### src/rtl/piso_serializer_if.sv
// Parallel-in / serial-out handshake bundle: word input side plus serial output side.
// The master drives din/din_valid; the slave (serializer) drives everything else.
interface piso_serializer_if #(
  parameter int WIDTH = 8
) ();

  logic [WIDTH-1:0] din;
  logic             din_valid;
  logic             din_ready;
  logic             sout;
  logic             sout_valid;
  logic             sout_last;
  logic             busy;

  modport master (
    output din,
    output din_valid,
    input  din_ready,
    input  sout,
    input  sout_valid,
    input  sout_last,
    input  busy
  );

  modport slave (
    input  din,
    input  din_valid,
    output din_ready,
    output sout,
    output sout_valid,
    output sout_last,
    output busy
  );

endinterface

### src/rtl/piso_serializer.sv
// MSB-first word serializer: MSB on sout one cycle after the accepting edge, WIDTH bits per word.
// Backpressure: din_ready only in IDLE or on the last-bit cycle, which allows gapless back-to-back words.
module piso_serializer #(
  parameter int WIDTH = 8
) (
  input  logic                 clk_i,
  input  logic                 rst_i,
  piso_serializer_if.slave     bus
);

  localparam int CNT_W = $clog2(WIDTH);
  localparam logic [CNT_W-1:0] LAST_CNT = CNT_W'(WIDTH - 1);

  typedef enum logic {
    IDLE  = 1'b0,
    SHIFT = 1'b1
  } state_e;

  state_e           state_q, state_d;
  logic [WIDTH-1:0] shreg_q, shreg_d;
  logic [CNT_W-1:0] cnt_q,   cnt_d;

  logic in_shift;
  logic last_bit;
  logic ready;
  logic xfer;

  assign in_shift = (state_q == SHIFT);
  assign last_bit = in_shift && (cnt_q == LAST_CNT);
  assign ready    = !in_shift || last_bit;
  assign xfer     = bus.din_valid && ready;

  assign bus.din_ready  = ready;
  assign bus.sout       = in_shift && shreg_q[WIDTH-1];
  assign bus.sout_valid = in_shift;
  assign bus.sout_last  = last_bit;
  assign bus.busy       = in_shift;

  always_comb begin
    state_d = state_q;
    shreg_d = shreg_q;
    cnt_d   = cnt_q;
    unique case (state_q)
      IDLE: begin
        if (xfer) begin
          state_d = SHIFT;
          shreg_d = bus.din;
          cnt_d   = '0;
        end
      end
      SHIFT: begin
        if (last_bit) begin
          // A word accepted on the last bit reloads in place, so no gap cycle appears.
          if (xfer) begin
            shreg_d = bus.din;
            cnt_d   = '0;
          end else begin
            state_d = IDLE;
            shreg_d = '0;
            cnt_d   = '0;
          end
        end else begin
          shreg_d = {shreg_q[WIDTH-2:0], 1'b0};
          cnt_d   = cnt_q + CNT_W'(1);
        end
      end
      default: begin
        state_d = IDLE;
        shreg_d = '0;
        cnt_d   = '0;
      end
    endcase
  end

  always_ff @(posedge clk_i) begin
    if (rst_i) begin
      state_q <= IDLE;
      shreg_q <= '0;
      cnt_q   <= '0;
    end else begin
      state_q <= state_d;
      shreg_q <= shreg_d;
      cnt_q   <= cnt_d;
    end
  end

  always_ff @(posedge clk_i) begin
    if (!rst_i) begin
      assert (cnt_q <= LAST_CNT)
        else $error("bit counter beyond last bit position");
    end
  end

endmodule
### src/flat_wrapper.sv
// flat-port wrapper written by rule: the top's interface ports become plain ports
module piso_serializer_flat 
#(
  parameter int WIDTH = 8
)
  (clk_i, rst_i, bus_din, bus_din_valid, bus_din_ready, bus_sout, bus_sout_valid, bus_sout_last, bus_busy);
  piso_serializer_if #(.WIDTH(WIDTH)) bus_i ();
  input  logic clk_i;
  input  logic rst_i;
  input wire logic [$bits(bus_i.din)-1:0] bus_din;
  input wire logic [$bits(bus_i.din_valid)-1:0] bus_din_valid;
  output wire logic [$bits(bus_i.din_ready)-1:0] bus_din_ready;
  output wire logic [$bits(bus_i.sout)-1:0] bus_sout;
  output wire logic [$bits(bus_i.sout_valid)-1:0] bus_sout_valid;
  output wire logic [$bits(bus_i.sout_last)-1:0] bus_sout_last;
  output wire logic [$bits(bus_i.busy)-1:0] bus_busy;
  assign bus_i.din = bus_din;
  assign bus_i.din_valid = bus_din_valid;
  assign bus_din_ready = bus_i.din_ready;
  assign bus_sout = bus_i.sout;
  assign bus_sout_valid = bus_i.sout_valid;
  assign bus_sout_last = bus_i.sout_last;
  assign bus_busy = bus_i.busy;
  piso_serializer #(.WIDTH(WIDTH)) u_core (.clk_i(clk_i), .rst_i(rst_i), .bus(bus_i));
endmodule
### config.mk
export PLATFORM = sky130hd
export DESIGN_NAME = piso_serializer_flat
export DESIGN_NICKNAME = d
export VERILOG_FILES = /design/src/rtl/piso_serializer_if.sv /design/src/rtl/piso_serializer.sv /design/src/flat_wrapper.sv
export SDC_FILE = /design/constraint.sdc
export NUM_CORES = 1
export LEC_CHECK = 0
export BUFFER_PORTS_ARGS = -buffer_cell sky130_fd_sc_hd__buf_2
export CAP_MARGIN = 20
export CORE_UTILIZATION = 50
export DETAILED_ROUTE_END_ITERATION = 8
export HOLD_SLACK_MARGIN = 0.05
export PLACE_DENSITY_LB_ADDON = 0.08
export SLEW_MARGIN = 25
export SYNTH_ARGS = -nofsm -noshare
export SYNTH_HDL_FRONTEND = slang
export SYNTH_SLANG_ARGS = --single-unit
export TNS_END_PERCENT = 50
### constraint.sdc
create_clock -name clk_i -period 2 [get_ports clk_i]
set_clock_uncertainty 0.1 [all_clocks]
set_input_delay 0.1 -clock clk_i [delete_from_list [all_inputs] [get_ports clk_i]]
set_output_delay 0.1 -clock clk_i [all_outputs]
set_load 0.02 [all_outputs]
==> qor.yml, run 1 <==
status:
  status: "finished clean"
critical_path:
  critPathLaunch: "u_core.cnt_q[0]$_SDFFE_PP0P_"
  cp.arrival_ns: 1.52
  critPathKind: "flip-flop to output pin"
  ff2ff_path_depth: 5
  reg2reg_slack_ns: 0.42
  cp-start-kind: "flip-flop"
  crit_required_ns: 1.80
  regToRegStartpoint: "u_core.cnt_q[0]$_SDFFE_PP0P_"
  path_max_fanout: 12
  r2r_end: "u_core.shreg_q[4]$_SDFFE_PP0P_"
  crit_path_end: "bus_din_ready"
  end_kind: "output pin"
die:
  core_area_sq_mm: 0.00117
  die_x_um: 38.3
  die_y_um: 38.3
  ioPinCount: 16
  initial_core_util_pct: 56.2
  fp-row-count: 12
  dieArea_sq_mm: 0.00147
clock_tree:
  cts_buffers: 3
  root_buffer: "clkbuf_4"
  ctsResizeCount: 0
  ctsLongestPathBuffers: 2
  insertion_delay_ns: 0.26
  cts_tree: "done"
  post_cts_buffers: 0
  clk_pin_slew_ns: 0.07
  ctsHtreeMaxLevel: 1
  cts_sinks: 12
  hold_buffers: 0
drt:
  drc: 0
  wl_met1_um: 661
  drt-vias-per-instance: 5.16
  first_iter_violations: 7
  ant_nets: 0
  top_layer_used: "met3"
  wl_met2_um: 454
  met3WireLength_um: 45
  wl_um: 1160
  firstDrtPassIters: 4
  wire_per_inst_um: 11.6
  vias: 516
place:
  io_buffer_count: 15
  dpl_cell_area_sq_um: 709
  gp_congestion: 0.761
  dp_hpwl_um: 830
yosys:
  synthAdderAreaFrac_pct: 3.80
  yosys_warnings: 0
  netlist_instances: 75
  synth_top_area_share_pct: 36.5
  synth_simple_gate_area_share_pct: 14.6
  synth_top_family_by_area: "compound AO/OA/AOI/OAI gates"
  yosys.area.top_type: "dfxtp_1"
  synth_compound_area_share_pct: 31.2
  ys_ff_latch: 12
  ys_seq_area_share_pct: 36.5
  synth_nets: 88
  syn_area_sq_um: 658
  synth_mux_area_share_pct: 3.04
  synth.area.top_cells: "dfxtp_1, a22oi_1, a211oi_2, a21o_1, nor2_1"
  synth_area_per_cell_sq_um: 8.78
  synth_xor_area_share_pct: 0
  ys_types: 17
timing:
  rsz0062_at_grt: "false"
  max_freq_mhz: 582
  fin_crit_sh_pct: 85.9
  setup_violations: 0
  hold_viol: 0
  setup-tns-final_ns: 0
  max_slew_margin_pct: 69.9
  tightest_slew_ns: 0.451
  drv_slew: 0
  min_period_ns: 1.72
layout:
  syn2layout_area_growth_pct: 11.2
  design_area_sq_um: 732
  antenna_cells: 0
  layout-drive-gt1-share_pct: 27.9
  nNetsFinal: 101
global_route:
  grt_pass1_vias: 469
  grt_max_degree: 16
  gr-total-overflow: 0
  antenna_found_initial: 0
  grt_pass1_wl_um: 1960
  grtUsageTotal_pct: 19.2
power_and_ir_drop:
  power.leakage_nw: 0.367
  ir_worst_vdd_mv: 0.362
  power_density_mw_per_mm2: 678
hold_path:
  hold_path_class: "input pin to flip-flop"
flow_run:
  drv_cap: 0
==> routing by layer <==
| metal | track usage (%) | vias up |
|---|---|---|
| li1 | - | 278 |
| met1 | 27.0 | 227 |
| met3 | 3.49 | 0 |
| met5 | 0 | - |
| met4 | 8.04 | 0 |
| met2 | 28.4 | 11 |
==> how the worst min path moves through the flow <==
stage               cells past startpoint                              to  startpoint  slack (ns)
global placement                        2    u_core.cnt_q[0]$_SDFFE_PP0P_       rst_i        0.35
finish                                  2    u_core.cnt_q[0]$_SDFFE_PP0P_       rst_i        0.08
CTS                                     2    u_core.cnt_q[0]$_SDFFE_PP0P_       rst_i        0.07
floorplan                               1  u_core.shreg_q[4]$_SDFFE_PP0P_       rst_i        0.07
global route                            2    u_core.cnt_q[0]$_SDFFE_PP0P_       rst_i        0.09
detailed placement                      2    u_core.cnt_q[0]$_SDFFE_PP0P_       rst_i        0.35
==> report_power, final <==
group          leakage (nW)  switching [mW]  internal (mW)
combinational         0.254          0.0469         0.0396
clock                0.0138          0.0725         0.0694
sequential           0.0990          0.0130          0.255
total                 0.367           0.132          0.364
==> synth_stat cells <==
| cell type | n |
|---|---|
| a211oi_1 | 2 |
| a211oi_2 | 5 |
| a21o_1 | 7 |
| a22oi_1 | 9 |
| and2_1 | 3 |
| buf_2 | 3 |
| buf_4 | 3 |
| clkbuf_1 | 1 |
| dfxtp_1 | 12 |
| ha_1 | 2 |
| inv_1 | 8 |
| mux2i_1 | 2 |
| nand3_1 | 1 |
| nor2_1 | 14 |
| nor2b_4 | 1 |
| o21a_1 | 1 |
| or2_1 | 1 |
==> state kept, by name, summed over array words and instances, names as in the netlist <==
| name | flops |
|---|---|
| u_core.cnt_q | 3 |
| u_core.bus.busy | 1 |
| u_core.shreg_q | 8 |
==> logic make-up (layout without fill, tap and decap cells) <==
logic type      count (synthesis)  after routing
compound gates                 24             24
fa+ha+maj                       2              2
buf+inv                        15             26
flops                          12             12
mux                             2              2
simple gates                   20             20
==> stage by stage <==
stage / hold WS, ns / power (mW) / util [%] / instances / setup WS [ns]
5_1_grt: 0.0877 / 0.523 / 62.5 / 100 / 0.201
3_3_place_gp: 0.349 / 0.360 / 60.6 / 97 / 0.493
6_report: 0.0810 / 0.496 / 62.5 / 100 / 0.282
2_1_floorplan: 0.0728 / 0.339 / - / 75 / 0.525
4_1_cts: 0.0733 / 0.503 / 62.5 / 100 / 0.270
3_5_place_dp: 0.354 / 0.360 / 60.6 / 97 / 0.419
==> worst max-delay path: stages, from the launching register on <==
cell     delay [ns]
dfxtp_1        0.33
ha_1           0.20
ha_1           0.24
nor2b_4        0.28
inv_1          0.06
buf_2          0.16
==> final cells by class <==
| cell class | instances | area (sq um) |
|---|---|---|
| fill | 120 | 439 |
| multi-input combinational | 48 | 347 |
| sequential | 12 | 240 |
| timing repair buffer | 15 | 75.1 |
| inverter | 8 | 30.0 |
| clock buffer | 3 | 22.5 |
| tap | 14 | 17.5 |
==> placed cells by master, fill, tap and decap left out <==
master,synthesis,routed
a211oi_1,2,2
a211oi_2,5,5
a21o_1,7,7
a22oi_1,9,9
and2_1,3,3
buf_2,3,15
clkbuf_4,0,3
dfxtp_1,12,12
ha_1,2,2
inv_1,8,8
mux2i_1,2,2
nand3_1,1,1
nor2_1,14,14
nor2b_4,1,1
o21a_1,1,1
or2_1,1,1
(Power assumes the default switching activity.)
==> run 2, diff against run 1 <==
- ABC_CLOCK_PERIOD_IN_PS: unset -> 2000
- CELL_PAD_IN_SITES_DETAIL_PLACEMENT: unset -> 0
- CELL_PAD_IN_SITES_GLOBAL_PLACEMENT: unset -> 1
- CORE_UTILIZATION: 50 -> 37
- SETUP_SLACK_MARGIN: unset -> 0.3
==> qor.yml, run 2 (synthesis gave the netlist of run 1 again) <==
status:
  status: "finished, violations left"
  violations: "design-rule violations"
die:
  ioPinCount: 16  # unchanged
  initial_core_util_pct: 41.7  # -14 points
  core_area_sq_mm: 0.00158  # +35%
  die_x_um: 44.2  # +15%
  fp-row-count: 14  # +2
  dieArea_sq_mm: 0.00195  # +33%
  die_y_um: 44.2  # +15%
global_route:
  grt_max_degree: 14  # -2
  gr-total-overflow: 0  # unchanged
  grt_pass1_vias: 514  # +9.6%
  antenna_found_initial: 0  # unchanged
  grtUsageTotal_pct: 16.7  # -2.5 points
  grt_pass1_wl_um: 2360  # +20%
hold_path:
  worstHoldStart: "bus_din[4]"
  hold_path_depth: 4  # +2
  hold_path_class: "input pin to flip-flop"
  min_to: "u_core.shreg_q[4]$_SDFFE_PP0P_"
layout:
  mostFrequentLayoutCell: "buf_2"
  layout-drive-gt1-share_pct: 33.3  # +5.4 points
  nNetsFinal: 104  # +3.0%
  final_cell_mix: "buf_2, nor2_1, dfxtp_1"
  largest_reg_flops: 8  # unchanged
  syn2layout_area_growth_pct: 17.7
  antenna_cells: 0  # unchanged
  top_register: "u_core.shreg_q"
  fin_util_pct: 49.1  # -13 points
timing:
  whs_ns: 0.0696  # -0.0114 ns
  rsz0062_at_grt: "false"
  hold_viol: 0  # unchanged
  fin_crit_sh_pct: 76.5  # -9.4 points
  max_slew_margin_pct: 78.3  # +8.4 points
  max_freq_mhz: 654  # +12%
  min_period_ns: 1.53  # -0.188 ns
  tightest_slew_ns: 0.325  # -0.126 ns
  drv_slew: 0  # unchanged
  setup_violations: 0  # unchanged
  setup-tns-final_ns: 0  # unchanged
critical_path:
  crit_chain: "ha_1 -> ha_2 -> nor2b_4 -> inv_1 -> buf_2"
  slowest_stage: "dfxtp_1"
  cp.arrival_ns: 1.33  # -0.19 ns
  max_stage_delay_ns: 0.33  # about the same
  ff2ff_path_depth: 6  # +1
  critical-path-top-delay-family: "adder cells"
  critPathKind: "flip-flop to output pin"
  end_kind: "output pin"
  regToRegStartpoint: "u_core.cnt_q[0]$_SDFFE_PP0P_"
  r2r_end: "u_core.shreg_q[4]$_SDFFE_PP0P_"
  cp-start-kind: "flip-flop"
  reg2reg_slack_ns: 0.50  # +0.08 ns
  path_buf_inv: 2  # unchanged
  crit_required_ns: 1.80  # about the same
  path_max_fanout: 4  # -8
drt:
  vias: 569  # +10%
  wl_um: 1360  # +17%
  first_iter_violations: 12  # +5
  ant_nets: 0  # unchanged
  firstDrtPassIters: 6  # +2
  drc: 2  # +2
  drt-vias-per-instance: 5.37  # +4.0%
  wire_per_inst_um: 12.8  # +10%
flow_run:
  drv_cap: 0  # unchanged
place:
  dp_hpwl_um: 890  # +7.2%
  io_buffer_count: 15  # unchanged
  gp_congestion: 0.731  # -4.0%
clock_tree:
  cts_buffers: 3  # unchanged
  root_buffer: "clkbuf_4"
  ctsHtreeMaxLevel: 1  # unchanged
  cts_tree: "done"
  insertion_delay_ns: 0.27  # about the same
  cts_sinks: 12  # unchanged
  hold_buffers: 0  # unchanged
  ctsLongestPathBuffers: 2  # unchanged
  clk_pin_slew_ns: 0.08  # about the same
power_and_ir_drop:
  ir_worst_vdd_mv: 0.332  # -8.2%
  power.leakage_nw: 0.387  # +5.4%
  power_density_mw_per_mm2: 723  # +6.7%
[run 2: worst max-delay path by stage]
stage / startpoint / endpoint / slack (ns) / cells after the start
2_1_floorplan: u_core.cnt_q[0]$_SDFFE_PP0P_ / u_core.shreg_q[1]$_SDFFE_PP0P_ / 0.52 / 6
3_3_place_gp: u_core.cnt_q[0]$_SDFFE_PP0P_ / u_core.shreg_q[4]$_SDFFE_PP0P_ / 0.47 / 5
3_5_place_dp: u_core.cnt_q[0]$_SDFFE_PP0P_ / u_core.shreg_q[4]$_SDFFE_PP0P_ / 0.43 / 5
4_1_cts: u_core.cnt_q[0]$_SDFFE_PP0P_ / bus_din_ready / 0.40 / 5
5_1_grt: u_core.cnt_q[0]$_SDFFE_PP0P_ / u_core.shreg_q[4]$_SDFFE_PP0P_ / 0.36 / 6
6_report: u_core.cnt_q[0]$_SDFFE_PP0P_ / bus_din_ready / 0.47 / 5
[run 2: stage by stage]
stage | total power [mW] | instances | worst slack [ns] | cell area (sq um)
5_1_grt | 0.592 | 106 | 0.361 | 774
3_5_place_dp | 0.363 | 100 | 0.430 | 719
4_1_cts | 0.570 | 106 | 0.398 | 771
3_3_place_gp | 0.363 | 100 | 0.474 | 719
2_1_floorplan | 0.339 | 75 | 0.525 | 658
6_report | 0.560 | 106 | 0.471 | 774
[run 2: final cells by class]
cell class                      instances  area (sq um)
Tap cell                               16          20.0
Multi-Input combinational cell         48           350
Timing Repair Buffer                   18          97.6
Inverter                                8          30.0
Fill cell                             157           802
Sequential cell                        12           240
Clock buffer                            4          36.3
[run 2: where the power goes]
group          internal [mW]  switching [mW]
clock                  0.111          0.0881
combinational         0.0447          0.0511
sequential             0.255          0.0111
[run 2: what timing repair did]
action                                  in CTS  in global routing
endpoints found under the setup margin       1                  6
hold endpoints to repair                     0                  0
pin swaps                                    0                  0
resized for setup                            0                  2
setup buffers                                2                  0
[run 2: per-layer routing]
| layer | global-route usage [%] | wire length, um | up-vias |
|---|---|---|---|
| met5 | 0 | 0 | - |
| met4 | 9.09 | 15 | 0 |
| met3 | 2.45 | 75 | 2 |
| met2 | 23.2 | 569 | 15 |
| met1 | 24.4 | 696 | 262 |
| li1 | - | - | 290 |
[run 2: worst reg2reg max path, cell delays in order, from the launching register on]
cell and delay [ns]:
dfxtp_1 0.33, ha_1 0.20, ha_2 0.21, nor2b_4 0.13, buf_4 0.17, a22oi_1 0.10, a211oi_1 0.19
